==> config.mk <==
export PLATFORM = sky130hd
export DESIGN_NAME = gi_kctl
export DESIGN_NICKNAME = d
export VERILOG_FILES = /design/src/rtl/gi_kctl.sv
export SDC_FILE = /design/constraint.sdc
export NUM_CORES = 1
export LEC_CHECK = 0
export BUFFER_PORTS_ARGS = -buffer_cell sky130_fd_sc_hd__buf_2
export CAP_MARGIN = 30
export CORE_MARGIN = 4
export CORE_UTILIZATION = 50
export DETAILED_ROUTE_END_ITERATION = 8
export GPL_TIMING_DRIVEN = 0
export PLACE_DENSITY = 0.79
export SYNTH_ARGS = -nofsm -noshare
export SYNTH_HDL_FRONTEND = slang
export SYNTH_SLANG_ARGS = --single-unit
==> constraint.sdc <==
create_clock -name clk -period 2.8 [get_ports clk]
set_clock_uncertainty 0.15 [all_clocks]
set_input_delay 0.56 -clock clk [delete_from_list [all_inputs] [get_ports clk]]
set_output_delay 0.56 -clock clk [all_outputs]
set_load 0.05 [all_outputs]
==> src/rtl/gi_kctl.sv <==
// rtl/gi_kctl.sv - AES-128 decryption key buffer sequencer.
// Loads 11 expanded round keys, then rotates the buffer last-to-first once per block.
module gi_kctl (
    input  logic       clk,
    input  logic       reset_l,
    input  logic       key_start,
    input  logic       kx_valid,
    output logic       kx_ready,
    output logic       kbuf_load,
    output logic       kbuf_shift,
    output logic       key_valid,
    input  logic       blk_start,
    input  logic       rnd_step,
    output logic       rk_valid,
    output logic [3:0] rnd,
    output logic       busy,
    output logic       blk_done,
    input  logic       abort,
    output logic       abort_ack
);

    typedef enum logic [2:0] {
        IDLE   = 3'd0,
        LOAD   = 3'd1,
        SETTLE = 3'd2,
        READY  = 3'd3,
        RUN    = 3'd4
    } state_t;

    localparam logic [3:0] LAST_IDX = 4'd10;

    state_t     state;
    logic [3:0] lcnt;
    logic [3:0] rcnt;
    logic       abort_pend;

    assign kbuf_load  = kx_valid & kx_ready;
    assign kbuf_shift = rnd_step & rk_valid & (state == RUN);

    always_ff @(posedge clk or negedge reset_l) begin
        if (!reset_l) begin
            state      <= IDLE;
            lcnt       <= 4'd0;
            rcnt       <= 4'd0;
            abort_pend <= 1'b0;
            kx_ready   <= 1'b0;
            key_valid  <= 1'b0;
            rk_valid   <= 1'b0;
            rnd        <= LAST_IDX;
            busy       <= 1'b0;
            blk_done   <= 1'b0;
            abort_ack  <= 1'b0;
        end else begin
            blk_done  <= 1'b0;
            abort_ack <= 1'b0;
            case (state)
                IDLE: begin
                    if (key_start) begin
                        state    <= LOAD;
                        lcnt     <= 4'd0;
                        kx_ready <= 1'b1;
                    end
                end
                LOAD: begin
                    // A partial key is useless; abort wins over a concurrent beat.
                    if (abort) begin
                        state     <= IDLE;
                        lcnt      <= 4'd0;
                        kx_ready  <= 1'b0;
                        abort_ack <= 1'b1;
                    end else if (kbuf_load) begin
                        if (lcnt == LAST_IDX) begin
                            state    <= SETTLE;
                            lcnt     <= 4'd0;
                            kx_ready <= 1'b0;
                        end else begin
                            lcnt <= lcnt + 4'd1;
                        end
                    end
                end
                SETTLE: begin
                    // Lets the buffer's registered strobe stage land before use.
                    state     <= READY;
                    key_valid <= 1'b1;
                    rk_valid  <= 1'b1;
                    rnd       <= LAST_IDX;
                end
                READY: begin
                    if (key_start) begin
                        state     <= LOAD;
                        lcnt      <= 4'd0;
                        kx_ready  <= 1'b1;
                        key_valid <= 1'b0;
                        rk_valid  <= 1'b0;
                    end else if (abort) begin
                        abort_ack <= 1'b1;
                    end else if (blk_start) begin
                        state <= RUN;
                        rcnt  <= 4'd0;
                        busy  <= 1'b1;
                    end
                end
                RUN: begin
                    if (abort) begin
                        abort_pend <= 1'b1;
                    end
                    if (kbuf_shift) begin
                        rk_valid <= 1'b0;
                        if (rcnt == LAST_IDX) begin
                            // 11th shift: buffer is home, so a pended abort is safe now.
                            state     <= SETTLE;
                            rcnt      <= 4'd0;
                            rnd       <= LAST_IDX;
                            busy      <= 1'b0;
                            key_valid <= 1'b0;
                            blk_done  <= 1'b1;
                            if (abort_pend || abort) begin
                                abort_ack  <= 1'b1;
                                abort_pend <= 1'b0;
                            end
                        end else begin
                            rcnt <= rcnt + 4'd1;
                            rnd  <= 4'd9 - rcnt;
                        end
                    end else begin
                        rk_valid <= 1'b1;
                    end
                end
                default: begin
                    state <= IDLE;
                end
            endcase
        end
    end

endmodule

# Yosys cells after proc, flatten, opt, wreduce, memory -nomap -nowiden
# Index checks and enable logic that the tools add are counted.
# Widths: inputs -> output; s select.
dict set report totals {
  ff_bits 22
  elab_cells 102
  inputBits 7
  output_inout_bits 12
}
dict set report op_classes {
  n_bitwise 3
  n_mux 52
  reduce_logical 15
  eq_ne 18
  n_addsub 3
}
# cell count
set op_table {}
lappend op_table {{$mux 4} 11}
lappend op_table {{$mux 3} 9}
lappend op_table {{$pmux 4 s2} 3}
lappend op_table {{$mux 1} 23}
lappend op_table {{$pmux 3 s5} 1}
lappend op_table {{$ne 2x2->1 const B} 6}
lappend op_table {{$ne 3x3->1 const B} 4}
lappend op_table {{$pmux 1 s3} 3}
lappend op_table {{$add 4x1->4 const B} 2}
lappend op_table {{$eq 4x4->1 const B} 2}
lappend op_table {{$reduce_and 4->1} 2}
lappend op_table {{$reduce_and 7->1} 1}
lappend op_table {{$eq 3x2->1 const B} 2}
lappend op_table {{$reduce_and 6->1} 1}
lappend op_table {{$reduce_bool 2->1} 3}
lappend op_table {{$reduce_and 5->1} 1}
lappend op_table {{$ne 2x1->1 const B} 2}
lappend op_table {{$pmux 1 s2} 2}
lappend op_table {{$reduce_and 2->1} 2}
lappend op_table {{$sub 4x4->4 const A} 1}
lappend op_table {{$and 1x1->1} 3}
lappend op_table {{$eq 3x1->1 const B} 1}
lappend op_table {{$eq 3x3->1 const B} 1}
lappend op_table {{$logic_not 3->1} 1}
lappend op_table {{4 further kinds} 4}

# Depth between registers and ports, before layout
dict set report depth {
  word_depth 5
  depth_mapped 7
  depth_no_buf 7
}

# Worst setup path before layout
# Ideal clock, no wire load.
dict set report synth_path {
  kind {register to register}
  from {register kx_ready}
  to {register lcnt[3]}
  required_time_ns 2.522
  n_path_buf 0
  t_arrival_ns 1.872
  setup_slack_ns 0.650
  setup_time_ns 0.128
  path_stages_with_launch 7
  period_less_slack_ns 2.150
  cell_sequence {dfrtp_1 -> nand2_1 -> inv_1 -> o21ai_0 -> a311o_1 -> o21ai_0 -> o31ai_1}
}
dict set report synth_via {
  elab_chain_len 3
}
# item line_no
set synth_lines {}
lappend synth_lines {{start, declared} 8} ;# output logic kx_ready,
lappend synth_lines {{start signal, assigned} 46} ;# kx_ready <= 1'b0;
lappend synth_lines {{start signal, assigned} 61} ;# kx_ready <= 1'b1;
lappend synth_lines {{start signal, assigned} 69} ;# kx_ready <= 1'b0;
lappend synth_lines {{$and 1x1->1} 37} ;# assign kbuf_load = kx_valid & kx_ready;
lappend synth_lines {{via kbuf_load} 9} ;# output logic kbuf_load,
lappend synth_lines {{$ne 3x3->1 (no line)} n/a}
lappend synth_lines {{$reduce_and 3->1 (no line)} n/a}
lappend synth_lines {{end signal, assigned} 77} ;# lcnt <= lcnt + 4'd1;
lappend synth_lines {{end, declared} 33} ;# logic [3:0] lcnt;
# The timed path passes the listed nets, and every way through them passes these cells.
# A chain may end at the register's enable or synchronous reset.

# Final worst setup path
dict set report layout_path {
  from {register state[0]}
  to {output kbuf_shift}
}
dict set report layout_via {
  elab_chain_len 2
}
# item line_no
set layout_lines {}
lappend layout_lines {{start, declared} 32} ;# state_t state;
lappend layout_lines {{start signal, assigned} 42} ;# state <= IDLE;
lappend layout_lines {{start signal, assigned} 59} ;# state <= LOAD;
lappend layout_lines {{start signal, assigned} 67} ;# state <= IDLE;
lappend layout_lines {{$eq 3x3->1} 38} ;# assign kbuf_shift = rnd_step & rk_valid & (state == RUN);
lappend layout_lines {{$and 1x1->1} 38}
lappend layout_lines {{end, declared} 10} ;# output logic kbuf_shift,
# No other way between the ends.

==> results.md <==
- Total GRT Usage: between 15 and 20%
- Worst vdd ir: 435 uV
- Area contributors post-synth: dfrtp_1 41%, ha_1 6.1%, o21ai_0 4.9%
- CP bufs+invs: 3
- Core Region: 0.00228 sq mm
- Sequential area share after synthesis: 45.1%
- Multiplexer share of the synthesized area: 0.816%
- Die Width: 57.5 microns
- Critical Path End Type: primary output
- H-tree levels: 1
- CTS tree: yes
- Most numerous cell in the Yosys netlist: dfrtp_1
- Crit path DAT: roughly 1.9 ns
- Post-synthesis compound-gate area fraction: a little over a fifth
- Buffer count from post-CTS setup fixing: 0
- Worst rel slew slack: 61.1%
- Drt wl/cell: 14.1 microns
- CTS Sinks: 22
- Max Freq: a little under 400 MHz
- Max Root-Sink Buffers: 2
- Die height: 57.5 microns
- Final Max Slew Viols: 0
- Slowest stage delay, CP: 0.41 ns
- Slowest-stage cell, CP: dfrtp_1
- Nets: 166
- Post-layout min period: about 2.6 ns
- IO Pins: 19
- CP Max Fanout: 10
- Power density over the cells: just under 800 mW/mm^2
- Gpl congestion: 0.875
- Ys async rst share: 100%
- Final ANT Viol Nets: 0
- First-pass GRT wire length: around 4.5 mm
- CTS Buf Count: 3
- Final hold vios: 0
- Worst Tran Pin Value: just under 0.6 ns
- Dpl hpwl: 1.83 mm
- XOR/XNOR share of the synthesized area: about 1.4%
- Initial Utilization: 53.9%
- Clock Latency Late Sink: 0.32 ns
- Area grow syn2layout: 13.2%
- Pwr Total: between 1 and 1.5 mW
- CP Data Required Time: ~2.1 ns
- Gate Count Post-Synth: 130
- Max Cap Viol: 0
- Number of global-route vias before repair: 1,021
- Synthesized area per cell: 9.43 sq um
- Synth cell types: 37
- DR iter-0 viols: 37
- Crit path max-delay family: simple AND/OR/NAND/NOR gates
- Critical Path Most Common Cell: buf_2
- Synth top area share: 40.8%
- Main combinational cell family by area after synthesis: compound AO/OA/AOI/OAI gates
- Main synth FF type: dfrtp_1
- Post-synth EDFFs: 0
- Yosys reg bits: 22
- Via count: around 1,000
- Hold Path Class: input port to async pin
- Hold-fix buffers at CTS: 0
- Root buf cell: clkbuf_4
- Synth warn: 0
- RSZ-0062 raised after global routing: false
- Crit start category: flop
- Outcome: finished, final reports clean
- IO Port Bufs: 18
- DRC Markers: 0
- Crit path cell chain: buf_2 > nor3b_2 > nand3_1 > inv_1 > buf_2
- Synth Area in Adders: around 6.9%
- Synth top cells by count: 20 x dfrtp_1, 15 x nand2_1, 12 x inv_1, 12 x nor2_1, 12 x o21ai_0
- Post-Synth Simple-Gate Area: around a fifth
- Ant diodes: 0
- Antenna violations before repair: 0
- Layout cell share with drive strength beyond 1: 23.0%
- Total wire length: 2.54 mm
- Final setup viols: 0
- Site Rows: 17
- Area of the die: 0.00331 sq mm
- Fillcell total: 190
- Routed vias/inst: 5.62
- CTS clock-pin slew for the worst setup and hold paths: 0.13 ns
- DR pass1 iterations: 4
- GRT overflow: 0
- Crit share post-route: 92.2%
- Synth area leader: dfrtp_1
- TNS Setup: 0 ns
- Post-CTS resize count: 0
- Crit Path Class: flop to primary output
- Syn nets: 143
- Leak pwr: approximately 0.69 nW
- Netlist Area Pre-Place: 0.00123 sq mm
- Largest net degree at the start of global routing: 23
-- layout by cell type, fill, tap and decap left out, drive strengths merged, types with 3 or more instances in the layout --
cell,instances
nand2,15
dfrtp,20
buf,21
a31oi,4
a21o,3
clkbuf,4
a21oi,7
inv,12
nor2,12
o21ai,14
nand3,4
ha,6
o31ai,3
nand2b,4
-- cell families after synthesis --
kind of cell	Yosys count
AND/OR/NAND/NOR	45
AO/OA/AOI/OAI	38
flip-flops	22
buffers and inverters	15
adder cells (fa/ha/maj)	7
XOR/XNOR	2
multiplexers	1
-- report_power, final --
part,switching [mW],internal [mW]
Clock,0.101,0.0795
Sequential,0.0398,0.378
Combinational,0.332,0.148
Total,0.472,0.605
-- through the flow --
stage	hold WS, ns	utilization, %	cell area, sq um	instances	setup slack (ns)
floorplan	0.114	-	1230	130	0.650
global placement	0.302	59.4	1350	176	0.617
detailed placement	0.316	59.4	1350	176	0.598
CTS	0.0533	61.0	1390	180	0.237
global route	0.0564	61.0	1390	180	0.0827
finish	0.0286	61.0	1390	180	0.219
-- layout make-up --
type | instances | area (sq um) | share of cell area (%)
Buffer | 3 | 21.3 | 1.53
Timing Repair Buffer | 18 | 90.1 | 6.49
Multi-Input combinational cell | 93 | 607 | 43.7
Sequential cell | 22 | 553 | 39.9
Clock buffer | 4 | 36.3 | 2.61
Inverter | 12 | 45.0 | 3.25
Tap cell | 28 | 35.0 | 2.52
-- registers in the layout (all words and copies together) (netlist names) --
register and count:
state 3, abort_pend 1, abort_ack 1, rcnt 4, busy 1, rk_valid 1, kx_ready 1, blk_done 1
key_valid 1, lcnt 4, rnd 4
-- worst reg2reg max path, cell delays in order, from the launching register on --
cell and delay, ns:
dfrtp_1 0.47, inv_1 0.09, ha_1 0.16, nand3b_1 0.17, o21ai_0 0.53, o311ai_0 0.25, a32oi_1 0.21
-- layer usage --
metal | global-route usage [%] | vias to the layer above | wire length (microns)
li1 | - | 497 | -
met1 | 21.7 | 483 | 1180
met2 | 27.9 | 30 | 1230
met3 | 2.94 | 2 | 122
met4 | 7.95 | 0 | 9
met5 | 0 | - | 0
-- final timing paths --
check	startpoint	to	slack [ns]	cells past startpoint
max in group asynchronous	reset_l	rnd[1]$_DFFE_PN1P_	2.11	1
max	state[0]$_DFFE_PN0P_	kbuf_shift	0.22	5
min reg2reg	rnd[2]$_DFFE_PN0P_	rnd[2]$_DFFE_PN0P_	0.33	2
min in group clk	rnd[2]$_DFFE_PN0P_	rnd[2]$_DFFE_PN0P_	0.33	2
min	reset_l	kx_ready$_DFFE_PN0P_	0.03	1
max reg2reg	rcnt[0]$_DFFE_PN0P_	state[1]$_DFFE_PN0P_	0.71	6
Power figures use the tool's default switching activity.
